[src/rtl/rgb_sense_ctrl_if.sv]
// rgb_sense_ctrl_if
// Groups the control, sensor and result signals of rgb_sense_ctrl.
//   slave  : the controller side (takes run/sensor_out, drives everything else)
//   master : the system side (drives run/sensor_out, observes the results)
// Signals:
//   run        level request to measure frames back to back
//   sensor_out raw square wave from the colour sensor (asynchronous)
//   s0, s1     sensor frequency scaling pins
//   s2, s3     sensor filter select pins
//   busy       controller is not idle
//   R/G/B_detect  published 8-bit intensities
//   valid      one-cycle pulse marking freshly published intensities
`timescale 1ns/1ps

interface rgb_sense_ctrl_if;
    logic       run;
    logic       sensor_out;
    logic       s0;
    logic       s1;
    logic       s2;
    logic       s3;
    logic       busy;
    logic [7:0] R_detect;
    logic [7:0] G_detect;
    logic [7:0] B_detect;
    logic       valid;

    modport slave (
        input  run,
        input  sensor_out,
        output s0,
        output s1,
        output s2,
        output s3,
        output busy,
        output R_detect,
        output G_detect,
        output B_detect,
        output valid
    );

    modport master (
        output run,
        output sensor_out,
        input  s0,
        input  s1,
        input  s2,
        input  s3,
        input  busy,
        input  R_detect,
        input  G_detect,
        input  B_detect,
        input  valid
    );
endinterface

[src/rtl/rgb_sense_ctrl.sv]
// rgb_sense_ctrl
// Sequences a TCS3200-style colour sensor through its red, green and blue
// filters, counts sensor pulses in a fixed gate window per filter and
// publishes all three 8-bit intensities together once per frame.
//
// Ports:
//   clk   system clock
//   rst   synchronous reset, active-high
//   bus   rgb_sense_ctrl_if.slave (run, sensor_out in; s0..s3, busy,
//         R/G/B_detect, valid out)
//
// Parameters:
//   SETTLE_CYCLES  clocks held after each filter change before counting (>=1)
//   GATE_CYCLES    clocks in each counting window (>=1)
//   CNT_W          edge counter width, counter saturates at all-ones
//   SHIFT          right shift applied to the count before 8-bit saturation
//
// Build option:
//   RGB_AVG_EN     when defined, each published value is the rounded mean of
//                  the previous output and the new frame's value.
//
// state  | meaning
// -------+----------------------------------------------------------
// IDLE   | waiting for run, filter code 00, nothing counted
// SET_R  | red filter selected, settling, counter held at 0
// GATE_R | counting sensor edges through the red filter
// SET_G  | green filter selected, settling, counter held at 0
// GATE_G | counting sensor edges through the green filter
// SET_B  | blue filter selected, settling, counter held at 0
// GATE_B | counting sensor edges through the blue filter
// DONE   | one cycle: publish shadows, valid follows next cycle
`timescale 1ns/1ps

module rgb_sense_ctrl #(
    parameter int SETTLE_CYCLES = 1000,
    parameter int GATE_CYCLES   = 100000,
    parameter int CNT_W         = 20,
    parameter int SHIFT         = 4
) (
    input  logic             clk,
    input  logic             rst,
    rgb_sense_ctrl_if.slave  bus
);

    localparam int SET_W  = (SETTLE_CYCLES > 1) ? $clog2(SETTLE_CYCLES) : 1;
    localparam int GATE_W = (GATE_CYCLES > 1) ? $clog2(GATE_CYCLES) : 1;
    localparam int TMR_W  = (SET_W > GATE_W) ? SET_W : GATE_W;

    // Shared down-counter: loaded with N-1 on entry, phase ends at zero.
    localparam logic [TMR_W-1:0] SET_LOAD  = TMR_W'(SETTLE_CYCLES - 1);
    localparam logic [TMR_W-1:0] GATE_LOAD = TMR_W'(GATE_CYCLES - 1);

    localparam logic [1:0] FILT_R = 2'b00;
    localparam logic [1:0] FILT_G = 2'b11;
    localparam logic [1:0] FILT_B = 2'b01;

    typedef enum logic [2:0] {
        IDLE   = 3'd0,
        SET_R  = 3'd1,
        GATE_R = 3'd2,
        SET_G  = 3'd3,
        GATE_G = 3'd4,
        SET_B  = 3'd5,
        GATE_B = 3'd6,
        DONE   = 3'd7
    } state_t;

    state_t             state_q, state_d;
    logic [TMR_W-1:0]   tmr_q, tmr_d;
    logic [CNT_W-1:0]   cnt_q, cnt_d;
    logic [CNT_W-1:0]   cnt_inc;
    logic [2:0]         sync_q;
    logic               edge_det;
    logic               tmr_tc;
    logic [7:0]         shd_r_q, shd_r_d;
    logic [7:0]         shd_g_q, shd_g_d;
    logic [7:0]         shd_b_q, shd_b_d;
    logic [7:0]         r_q, r_d;
    logic [7:0]         g_q, g_d;
    logic [7:0]         b_q, b_d;
    logic               valid_q, valid_d;
    logic [1:0]         filt;

    // Count scaled down by SHIFT, clamped to 8 bits.
    function automatic logic [7:0] sat8(input logic [CNT_W-1:0] c);
        logic [31:0] v;
        v = 32'(c) >> SHIFT;
        return (v > 32'd255) ? 8'hFF : v[7:0];
    endfunction

`ifdef RGB_AVG_EN
    // 9-bit sum so the rounded mean can never overflow.
    function automatic logic [7:0] avg8(input logic [7:0] y_old,
                                        input logic [7:0] y_new);
        logic [8:0] sum;
        sum = {1'b0, y_old} + {1'b0, y_new} + 9'd1;
        return sum[8:1];
    endfunction
`endif

    // sync_q[0] is the metastability catcher; the edge is taken between the
    // second and third flop, giving a 3-clock input-to-count latency.
    assign edge_det = sync_q[1] & ~sync_q[2];
    assign tmr_tc   = (tmr_q == '0);

    always_comb begin
        cnt_inc = cnt_q;
        if (edge_det && (cnt_q != '1)) begin
            cnt_inc = cnt_q + 1'b1;
        end
    end

    always_ff @(posedge clk) begin
        if (rst) begin
            state_q <= IDLE;
            tmr_q   <= '0;
            cnt_q   <= '0;
            sync_q  <= '0;
            shd_r_q <= '0;
            shd_g_q <= '0;
            shd_b_q <= '0;
            r_q     <= '0;
            g_q     <= '0;
            b_q     <= '0;
            valid_q <= 1'b0;
        end else begin
            state_q <= state_d;
            tmr_q   <= tmr_d;
            cnt_q   <= cnt_d;
            sync_q  <= {sync_q[1:0], bus.sensor_out};
            shd_r_q <= shd_r_d;
            shd_g_q <= shd_g_d;
            shd_b_q <= shd_b_d;
            r_q     <= r_d;
            g_q     <= g_d;
            b_q     <= b_d;
            valid_q <= valid_d;
        end
    end

    always_comb begin
        state_d = state_q;
        tmr_d   = tmr_q;
        cnt_d   = '0;
        shd_r_d = shd_r_q;
        shd_g_d = shd_g_q;
        shd_b_d = shd_b_q;
        r_d     = r_q;
        g_d     = g_q;
        b_d     = b_q;
        valid_d = 1'b0;

        case (state_q)
            IDLE: begin
                tmr_d = '0;
                if (bus.run) begin
                    state_d = SET_R;
                    tmr_d   = SET_LOAD;
                end
            end
            SET_R, SET_G, SET_B: begin
                if (tmr_tc) begin
                    tmr_d = GATE_LOAD;
                    case (state_q)
                        SET_R:   state_d = GATE_R;
                        SET_G:   state_d = GATE_G;
                        default: state_d = GATE_B;
                    endcase
                end else begin
                    tmr_d = tmr_q - 1'b1;
                end
            end
            GATE_R, GATE_G, GATE_B: begin
                cnt_d = cnt_inc;
                if (tmr_tc) begin
                    // Latch includes an edge detected on this last cycle.
                    cnt_d = '0;
                    tmr_d = SET_LOAD;
                    case (state_q)
                        GATE_R: begin
                            shd_r_d = sat8(cnt_inc);
                            state_d = SET_G;
                        end
                        GATE_G: begin
                            shd_g_d = sat8(cnt_inc);
                            state_d = SET_B;
                        end
                        default: begin
                            shd_b_d = sat8(cnt_inc);
                            state_d = DONE;
                            tmr_d   = '0;
                        end
                    endcase
                end else begin
                    tmr_d = tmr_q - 1'b1;
                end
            end
            DONE: begin
`ifdef RGB_AVG_EN
                r_d = avg8(r_q, shd_r_q);
                g_d = avg8(g_q, shd_g_q);
                b_d = avg8(b_q, shd_b_q);
`else
                r_d = shd_r_q;
                g_d = shd_g_q;
                b_d = shd_b_q;
`endif
                valid_d = 1'b1;
                if (bus.run) begin
                    state_d = SET_R;
                    tmr_d   = SET_LOAD;
                end else begin
                    state_d = IDLE;
                    tmr_d   = '0;
                end
            end
            default: begin
                state_d = IDLE;
                tmr_d   = '0;
            end
        endcase
    end

    always_comb begin
        filt = FILT_R;
        case (state_q)
            SET_G, GATE_G: filt = FILT_G;
            SET_B, GATE_B: filt = FILT_B;
            default:       filt = FILT_R;
        endcase
    end

    assign bus.s0       = 1'b1;
    assign bus.s1       = 1'b0;
    assign bus.s2       = filt[1];
    assign bus.s3       = filt[0];
    assign bus.busy     = (state_q != IDLE);
    assign bus.R_detect = r_q;
    assign bus.G_detect = g_q;
    assign bus.B_detect = b_q;
    assign bus.valid    = valid_q;

endmodule

[src/flat_wrapper.sv]
// flat-port wrapper written by rule: the top's interface ports become plain ports
module rgb_sense_ctrl_flat 
#(
    parameter int SETTLE_CYCLES = 1000,
    parameter int GATE_CYCLES   = 100000,
    parameter int CNT_W         = 20,
    parameter int SHIFT         = 4
)
  (clk, rst, bus_run, bus_sensor_out, bus_s0, bus_s1, bus_s2, bus_s3, bus_busy, bus_R_detect, bus_G_detect, bus_B_detect, bus_valid);
  rgb_sense_ctrl_if bus_i ();
  input  logic clk;
  input  logic rst;
  input wire logic [$bits(bus_i.run)-1:0] bus_run;
  input wire logic [$bits(bus_i.sensor_out)-1:0] bus_sensor_out;
  output wire logic [$bits(bus_i.s0)-1:0] bus_s0;
  output wire logic [$bits(bus_i.s1)-1:0] bus_s1;
  output wire logic [$bits(bus_i.s2)-1:0] bus_s2;
  output wire logic [$bits(bus_i.s3)-1:0] bus_s3;
  output wire logic [$bits(bus_i.busy)-1:0] bus_busy;
  output wire logic [$bits(bus_i.R_detect)-1:0] bus_R_detect;
  output wire logic [$bits(bus_i.G_detect)-1:0] bus_G_detect;
  output wire logic [$bits(bus_i.B_detect)-1:0] bus_B_detect;
  output wire logic [$bits(bus_i.valid)-1:0] bus_valid;
  assign bus_i.run = bus_run;
  assign bus_i.sensor_out = bus_sensor_out;
  assign bus_s0 = bus_i.s0;
  assign bus_s1 = bus_i.s1;
  assign bus_s2 = bus_i.s2;
  assign bus_s3 = bus_i.s3;
  assign bus_busy = bus_i.busy;
  assign bus_R_detect = bus_i.R_detect;
  assign bus_G_detect = bus_i.G_detect;
  assign bus_B_detect = bus_i.B_detect;
  assign bus_valid = bus_i.valid;
  rgb_sense_ctrl #(.SETTLE_CYCLES(SETTLE_CYCLES), .GATE_CYCLES(GATE_CYCLES), .CNT_W(CNT_W), .SHIFT(SHIFT)) u_core (.clk(clk), .rst(rst), .bus(bus_i));
endmodule
[config.mk]
export PLATFORM = sky130hd
export DESIGN_NAME = rgb_sense_ctrl_flat
export DESIGN_NICKNAME = d
export VERILOG_FILES = /design/src/rtl/rgb_sense_ctrl_if.sv /design/src/rtl/rgb_sense_ctrl.sv /design/src/flat_wrapper.sv
export SDC_FILE = /design/constraint.sdc
export NUM_CORES = 1
export LEC_CHECK = 0
export BUFFER_PORTS_ARGS = -buffer_cell sky130_fd_sc_hd__buf_2
export CAP_MARGIN = 20
export CORE_MARGIN = 3
export CORE_UTILIZATION = 50
export DETAILED_ROUTE_END_ITERATION = 16
export PLACE_DENSITY_LB_ADDON = 0.08
export SLEW_MARGIN = 20
export SYNTH_ARGS = -nofsm -noshare
export SYNTH_HDL_FRONTEND = slang
export SYNTH_SLANG_ARGS = --single-unit
export TNS_END_PERCENT = 10
[constraint.sdc]
create_clock -name clk -period 6.5 [get_ports clk]
set_input_delay 1.3 -clock clk [delete_from_list [all_inputs] [get_ports clk]]
set_output_delay 1.3 -clock clk [all_outputs]
set_load 0.02 [all_outputs]
# ---- Yosys cells after proc, flatten, opt, wreduce, memory -nomap -nowiden
# Cells that the tools add are included.
dict set report op_classes {
  mul 0
  bitwise 4
  magnitude_cmp 1
  n_div 0
  n_shift 0
  n_addsub 2
  n_mux 16
  n_reduce_logical 15
  n_eq_ne 11
}
# cell count
set ops {}
lappend ops {{$pmux W17 S3} 1}
lappend ops {{$mux W17} 2}
lappend ops {{$add A20 B1 Y20 const B} 1}
lappend ops {{$mux W10} 2}
lappend ops {{$mux W20} 1}
lappend ops {{$ne A20 B20 Y1 const B} 1}
lappend ops {{$logic_not A17 Y1} 1}
lappend ops {{$sub A17 B1 Y17 const B} 1}
lappend ops {{$gt A16 B8 Y1 const B} 1}
lappend ops {{$eq A3 B3 Y1 const B} 4}
lappend ops {{$pmux W3 S2} 2}
lappend ops {{$pmux W3 S4} 1}
lappend ops {{$reduce_and A3 Y1} 4}
lappend ops {{$mux W3} 3}
lappend ops {{$reduce_or A3 Y1} 3}
lappend ops {{$mux W8} 1}
lappend ops {{$reduce_or A2 Y1} 4}
lappend ops {{$eq A3 B2 Y1 const B} 2}
lappend ops {{$ne A2 B1 Y1 const B} 2}
lappend ops {{$pmux W2 S2} 1}
lappend ops {{$eq A3 B1 Y1 const B} 1}
lappend ops {{$logic_not A3 Y1} 1}
lappend ops {{$not A1 Y1} 3}
lappend ops {{$reduce_bool A3 Y1} 1}
lappend ops {{other kinds (4)} 5}
dict set report totals {
  register_bits 92
  ramBits 0
  output_inout_bits 30
  latchBits 0
  memories 0
  rom_bits 0
  elab_cells 61
}

# ---- Longest topological paths before layout
# Gate-level depths: netlist of the first run.
dict set report depth {
  word_depth 6
  depth_mapped 10
}

# ---- Least setup slack after synthesis of the first run
# No wires, ideal clock.
dict set report synth_timing {
  path_kind {register -> output}
  start {reg u_core.state_q[0]}
  end {out bus_s3}
  path_stages_with_launch 6
  setup_slack_ns 3.972
  path_buffers 1
  required_ns 5.200
  arrival_time_ns 1.228
  path_cell_list {dfxtp_1 > inv_1 > ha_1 > clkbuf_1 > o31ai_1 > nand2_1}
}
dict set report synth_via {
  elab_chain_len 3
  word_cells_on_any_way 7
  classes_between {eq/ne: 4; mux: 1; reduce/logical: 2}
}
# element line_no
set synth_rtl {}
lappend synth_rtl {{start: declaration} rgb_sense_ctrl.sv:68} ;# state_t state_q, state_d;
lappend synth_rtl {{start signal: assignment} rgb_sense_ctrl.sv:127} ;# state_q <= state_d;
lappend synth_rtl {{$eq A3 B3 Y1 / $eq A3 B2 Y1 (equally long branches)} rgb_sense_ctrl.sv:226} ;# case (state_q)
lappend synth_rtl {{$reduce_or A2 Y1} rgb_sense_ctrl.sv:226}
lappend synth_rtl {{$pmux W2 S2 *} rgb_sense_ctrl.sv:226}
lappend synth_rtl {{end: declaration} flat_wrapper.sv:18} ;# output wire logic [$bits(bus_i.s3)-1:0] bus_s3;
# Every way passes the cells marked *; elsewhere a longest branch is shown, timed or not.

# ---- Final worst setup path of the first run
# Same ends and word-level chain as after synthesis.

==> impl_metrics.env, run 1 <==
export IMPL_status="finished, final reports clean"
export IMPL_root_buffer="clkbuf_8"
export IMPL_via_count=3501
export IMPL_cp_max_fo=9
export IMPL_path_class="reg2out"
export IMPL_grt_max_degree=65
export IMPL_grt_pass1_vias=3226
export IMPL_dieArea_um2=9680
export IMPL_crit_slowest_cell="dfxtp_1"
export IMPL_r2r_slack_ns=3.84
export IMPL_min_period_over_period=0.469
export IMPL_detail_route_antenna_nets=0
export IMPL_reg2reg_depth=8
export IMPL_fin_nets=536
export IMPL_ctsHoldBuffers=0
export IMPL_cts_setup_buffers=0
export IMPL_place_gp_congestion=0.919
export IMPL_hold_viol_final=0
export IMPL_rr_startpoint="u_core.cnt_q[0]"
export IMPL_remaining_drc_errors=0
export IMPL_pin_count=34
export IMPL_synth_top_area_share=0.432
export IMPL_cts_inserted_buffers=9
export IMPL_rsz0062_at_grt="false"
export IMPL_wirelength_um=8800
export IMPL_power_leakage_uw=0.00186
export IMPL_async_reset_ff_frac=0
export IMPL_period_needed_ns=3.05
export IMPL_firstDrtPassIters=4
export IMPL_synth_cells=512
export IMPL_fp_dieH_um=98.4
export IMPL_portBuffers=31
export IMPL_hp_class="reg2reg"
export IMPL_synth_edf_count=0
export IMPL_setup_tns_ns=0
export IMPL_grt_overflow_total=0
export IMPL_start_kind="flip-flop"
export IMPL_r2r_end="u_core.shd_b_q[2]"
export IMPL_finClkSkew_ns=0.0120
export IMPL_rows=33
export IMPL_synth_common_cells="dfxtp_1, nand2_1, a21oi_1, nor2_1, o21bai_1"
export IMPL_area_growth_pct=7.92
export IMPL_fillers=816
export IMPL_core_area_um2=8260
export IMPL_p_total_uw=1500
export IMPL_synth_cell_type_count=51
export IMPL_syn_area_um2=4270
export IMPL_setup_violations=0
export IMPL_required_ns=5.20
export IMPL_ys_top_cells_by_area="dfxtp_1, nand2_1, a21oi_1, nor2_1, o21bai_1"
export IMPL_syn_area_per_cell_um2=8.34
export IMPL_track_usage=0.188
export IMPL_drt_iter0_drc=214
export IMPL_drv_cap=0
export IMPL_cts_tree="done"
export IMPL_syn_nets=523
export IMPL_clkTransAtPathRegs_ns=0.08
export IMPL_slew_viol_final=0
export IMPL_yosysSeqAreaShare=0.432
export IMPL_endpoint_kind="output pin"
export IMPL_grt_pass1_wl_um=15200
export IMPL_drive_gt1_frac=0.129
export IMPL_whs_endpoint="u_core.sync_q[1]"
export IMPL_die_w_um=98.4
export IMPL_yosysMostFrequentCell="dfxtp_1"
export IMPL_htreeDepth=3
export IMPL_holdPathStages=1
export IMPL_worst_pin_slew_ns=0.891
export IMPL_vdd_ir_drop_max_mv=0.254
export IMPL_post_synth_top_area_cell="dfxtp_1"
export IMPL_max_freq_mhz=328
export IMPL_power_density_nw_per_um2=325
export IMPL_relSlewSlack=0.406
export IMPL_antenna_found_initial=0
export IMPL_via_per_inst=5.52
export IMPL_clock_sinks=92
export IMPL_cts_resized_gates=0
export IMPL_clk_latency_ns=0.35
export IMPL_hold_ws_ns=0.449
export IMPL_synth_warnings=0
export IMPL_hpwl_um=6170
export IMPL_arrival_ns=1.75
export IMPL_max_stage_delay_ns=0.38
export IMPL_wl_per_cell_um=13.9
export IMPL_clock_path_buffers=2
export IMPL_hp_start="u_core.sync_q[0]"
export IMPL_ys_ff_latch=92
export IMPL_antennaDiodeCount=0
export IMPL_ys_flop_type="dfxtp_1"
export IMPL_path_cells="inv_1, ha_1, o31ai_1, nand2_1, buf_2"
export IMPL_start_util=0.517
## worst max-delay path: cells and delay by family (launching register included)
family	cells	cell delay, ns
and+or+nand+nor	1	0.11
AOI/OAI and AO/OA	1	0.35
DFF	1	0.38
adders and majority gates	1	0.31
buffers and inverters	2	0.25
## cell usage in the layout, fill, tap and decap left out, types with 7 or more instances in the layout
cell and count:
nor2_1 48, xor2_1 17, ha_1 7, a21oi_1 55, dfxtp_1 92, nand3_1 14, nor3_1 20, o21ai_1 7
xnor2_1 13, clkbuf_8 10, nand4_1 9, a21oi_2 10, and3_1 20, nand2_1 74, o21bai_1 24, buf_2 31
inv_1 10
## cell type report
class,count,area (µm²),area share
clock buffer,10,138,0.0299
clock inverter,5,61.3,0.0133
inverter,10,37.5,0.00815
multi-input combinational,380,2230,0.485
sequential,92,1840,0.400
tap,105,131,0.0285
timing repair buffer,32,163,0.0353
## power breakdown
group	total, µW	switching [µW]	internal [µW]
sequential	654	41.1	613
combinational	455	283	172
clock	388	200	188
total	1500	525	972
## state kept, by name, indices dropped and copies added, names as in the netlist
register	flops
u_core.cnt_q	20
u_core.bus.valid	1
u_core.shd_b_q	8
u_core.bus.G_detect	8
u_core.bus.R_detect	8
u_core.shd_g_q	8
u_core.tmr_q	17
u_core.state_q	3
u_core.shd_r_q	8
u_core.sync_q	3
u_core.bus.B_detect	8
## layer usage
layer / global-route usage / routed length [µm] / vias to the layer above
met1: 0.260 / 4280 / 1640
met4: 0.0641 / 147 / 0
met2: 0.301 / 4050 / 59
met3: 0.0300 / 315 / 16
met5: 0 / 0 / -
li1: - / - / 1786
## logic make-up (layout without fill, tap and decap cells)
logic type      after synthesis  count (layout)  share of synthesized area
compound gates              113             113                      0.169
xor+xnor                     30              30                     0.0616
fa+ha+maj                     7               7                     0.0205
buf+inv                      40              57                     0.0463
flops                        92              92                      0.432
mux                           1               1                    0.00235
other cells                   2               2                    0.00176
simple gates                227             227                      0.267
## stage by stage
stage          utilization  cell area [µm²]  instances  setup WS (ns)
2_1_floorplan            -             4270        512           3.97
3_3_place_gp         0.533             4400        619           3.63
3_5_place_dp         0.533             4400        619           3.50
4_1_cts              0.557             4600        634           3.43
5_1_grt              0.558             4610        634           3.29
6_report             0.558             4610        634           3.45
## how the worst max path moves through the flow
stage                           start                 to  slack (ns)  depth (start not counted)
floorplan           u_core.state_q[0]             bus_s3        3.97                          5
global placement                  rst   u_core.cnt_q[18]        3.63                          4
detailed placement    u_core.cnt_q[0]  u_core.shd_b_q[2]        3.50                          8
CTS                 u_core.state_q[0]             bus_s3        3.43                          5
global route        u_core.state_q[0]             bus_s3        3.29                          5
finish              u_core.state_q[0]             bus_s3        3.45                          5
Power figures use the tool's default switching activity.
==> inputs of run 2 (changes only) <==
ABC_AREA = 1   (was default)
clock period = 2.55 ns   (was 6.5 ns; I/O delays follow)
==> impl_metrics.env, run 2 <==
export IMPL_cts_setup_buffers=0
export IMPL_status="finished, final reports clean"
export IMPL_r2r_slack_ns=0.26
export IMPL_largest_register="u_core.cnt_q"
export IMPL_pin_count=34
export IMPL_dpl_instance_area_um2=4740
export IMPL_endpoint_kind="output pin"
export IMPL_r2r_end="u_core.shd_b_q[4]"
export IMPL_firstDrtPassIters=4
export IMPL_ys_ff_latch=92
export IMPL_dieArea_um2=10200
export IMPL_clock_sinks=92
export IMPL_holdPathStages=3
export IMPL_p_total_uw=4090
export IMPL_area_growth_pct=9.63
export IMPL_max_freq_mhz=420
export IMPL_ctsHoldBuffers=0
export IMPL_remaining_drc_errors=0
export IMPL_portBuffers=31
export IMPL_min_period_over_period=0.934
export IMPL_cts_inserted_buffers=9
export IMPL_required_ns=2.04
export IMPL_drive_gt1_frac=0.141
export IMPL_setup_tns_ns=0
export IMPL_max_stage_delay_ns=0.38
export IMPL_power_density_nw_per_um2=824
export IMPL_clock_path_buffers=2
export IMPL_antenna_found_initial=0
export IMPL_synth_common_cells="nand2_1, inv_1, dfxtp_1, a21oi_1, nor2_1"
export IMPL_wl_per_cell_um=12.9
export IMPL_path_delay_family="buffers and inverters"
export IMPL_yosysSeqAreaShare=0.407
export IMPL_power_leakage_uw=0.00220
export IMPL_wirelength_um=9820
export IMPL_hpwl_um=7190
export IMPL_drv_cap=0
export IMPL_yosysMostFrequentCell="nand2_1"
export IMPL_syn_area_um2=4520
export IMPL_antennaDiodeCount=0
export IMPL_htreeDepth=3
export IMPL_cts_resized_gates=0
export IMPL_cp_startpoint="u_core.state_q[0]"
export IMPL_async_reset_ff_frac=0
export IMPL_finClkSkew_ns=0.0135
export IMPL_via_per_inst=5.10
export IMPL_track_usage=0.204
export IMPL_grt_pass1_wl_um=17000
export IMPL_largest_reg_flops=20
export IMPL_whs_endpoint="u_core.sync_q[0]"
export IMPL_hp_class="in2reg"
export IMPL_reg_top3="u_core.cnt_q (20), u_core.tmr_q (17)"
export IMPL_hp_start="bus_sensor_out"
export IMPL_crit_top_cell="inv_1"
export IMPL_synth_edf_count=0
export IMPL_arrival_ns=1.87
export IMPL_grt_pass1_vias=3610
export IMPL_clkTransAtPathRegs_ns=0.10
export IMPL_fin_nets=657
export IMPL_cts_tree="done"
export IMPL_via_count=3871
export IMPL_worst_pin_slew_ns=0.549
export IMPL_crit_slowest_cell="dfxtp_1"
export IMPL_path_class="reg2out"
export IMPL_reg2reg_depth=14
export IMPL_grt_overflow_total=0
export IMPL_cp_max_fo=5
export IMPL_root_buffer="clkbuf_8"
export IMPL_relSlewSlack=0.632
export IMPL_synth_cell_type_count=38
export IMPL_vdd_ir_drop_max_mv=0.379
export IMPL_final_common_cell="nand2_1"
export IMPL_start_kind="flip-flop"
export IMPL_layout_common_cells="nand2_1, inv_1, dfxtp_1"
export IMPL_post_synth_top_area_cell="dfxtp_1"
export IMPL_die_w_um=101
export IMPL_detail_route_antenna_nets=0
export IMPL_slew_viol_final=0
export IMPL_core_area_um2=8760
export IMPL_syn_nets=628
export IMPL_path_cells="inv_1, ha_1, nand2_2, inv_1, nor2_1, inv_1, nor2_1, a21oi_1, buf_2"
export IMPL_drt_iter0_drc=191
export IMPL_final_util=0.566
export IMPL_hold_viol_final=0
export IMPL_rsz0062_at_grt="false"
export IMPL_period_needed_ns=2.38
export IMPL_fp_dieH_um=101
export IMPL_ys_top_cells_by_area="dfxtp_1, nand2_1, inv_1, a21oi_1, nor2_1"
export IMPL_syn_area_per_cell_um2=7.33
export IMPL_place_gp_congestion=0.874
export IMPL_ys_flop_type="dfxtp_1"
export IMPL_grt_max_degree=50
export IMPL_setup_violations=0
export IMPL_start_util=0.516
export IMPL_rr_startpoint="u_core.cnt_q[0]"
export IMPL_synth_top_area_share=0.407
export IMPL_synth_cells=617
export IMPL_clk_latency_ns=0.37
export IMPL_crit_buf_inv=4
export IMPL_synth_warnings=0
export IMPL_rows=34
export IMPL_final_cell_area_um2=4960
run 2: cell count changes in the layout (fill, tap and decap cells not counted), sizes merged, moves of 7 or more:
| cell | change |
|---|---|
| o21bai | -23 |
| and3 | -20 |
| xnor2 | -8 |
| nand2 | +47 |
| nor2 | +27 |
| buf | +7 |
| nand4 | +24 |
| o21ai | +36 |
| nor3 | -16 |
| inv | +91 |
run 2: area by class of cell:
| type | count | area [µm²] |
|---|---|---|
| clock buffers | 10 | 138 |
| clock inverters | 6 | 71.3 |
| fillers | 851 | 3810 |
| inverters | 101 | 379 |
| multi-input cells | 403 | 2160 |
| flip-flops and latches | 92 | 1840 |
| well taps | 108 | 135 |
| repair buffers | 39 | 228 |
run 2: per-layer routing:
layer  global-route usage  up-vias  wire length [µm]
met5                    0        -                 0
met4               0.0399        0                72
met3               0.0401        6               448
met2                0.319       72              4480
met1                0.294     1777              4820
li1                     -     2016                 -
run 2: through the flow:
step / hold slack (ns) / std cells / setup slack, ns
after global routing: 0.344 / 759 / 0.0283
after CTS: 0.329 / 759 / 0.117
after floorplan: 0.388 / 617 / 0.581
after global placement: 0.400 / 743 / 0.301
final: 0.339 / 759 / 0.169
after detailed placement: 0.404 / 743 / 0.254
run 2: worst max-delay path by stage:
stage / to / slack, ns / cells past startpoint
6_report: bus_s3 / 0.17 / 9
5_1_grt: u_core.shd_b_q[0] / 0.03 / 14
4_1_cts: bus_s3 / 0.12 / 9
3_5_place_dp: u_core.shd_b_q[4] / 0.25 / 14
3_3_place_gp: u_core.shd_b_q[0] / 0.30 / 13
2_1_floorplan: u_core.shd_b_q[0] / 0.58 / 16
run 2: power breakdown:
part	switching, µW	internal [µW]
logic	879	455
registers	117	1600
clock network	547	486
total	1540	2540
run 2: worst reg2reg max path, stage by stage (launching register included):
cell and delay (ns):
dfxtp_1 0.38, ha_2 0.24, inv_2 0.06, nor2_4 0.15, nand2_4 0.09, nor2_8 0.14, nand2_4 0.08, nand2_4 0.15
nor2_1 0.07, nor2_1 0.15, nand2_2 0.12, nor2_8 0.28, nand4_1 0.16, nand2_1 0.10, inv_1 0.04
run 2: logic make-up (layout without fill, tap and decap cells):
| logic type | count (synthesis) | after routing | synth area share |
|---|---|---|---|
| AO/OA/AOI/OAI | 119 | 119 | 0.138 |
| XOR/XNOR | 19 | 19 | 0.0368 |
| adder cells (fa/ha/maj) | 7 | 7 | 0.0194 |
| buffers and inverters | 122 | 156 | 0.115 |
| flip-flops | 92 | 92 | 0.407 |
| other | 2 | 2 | 0.00166 |
| AND/OR/NAND/NOR | 256 | 256 | 0.282 |
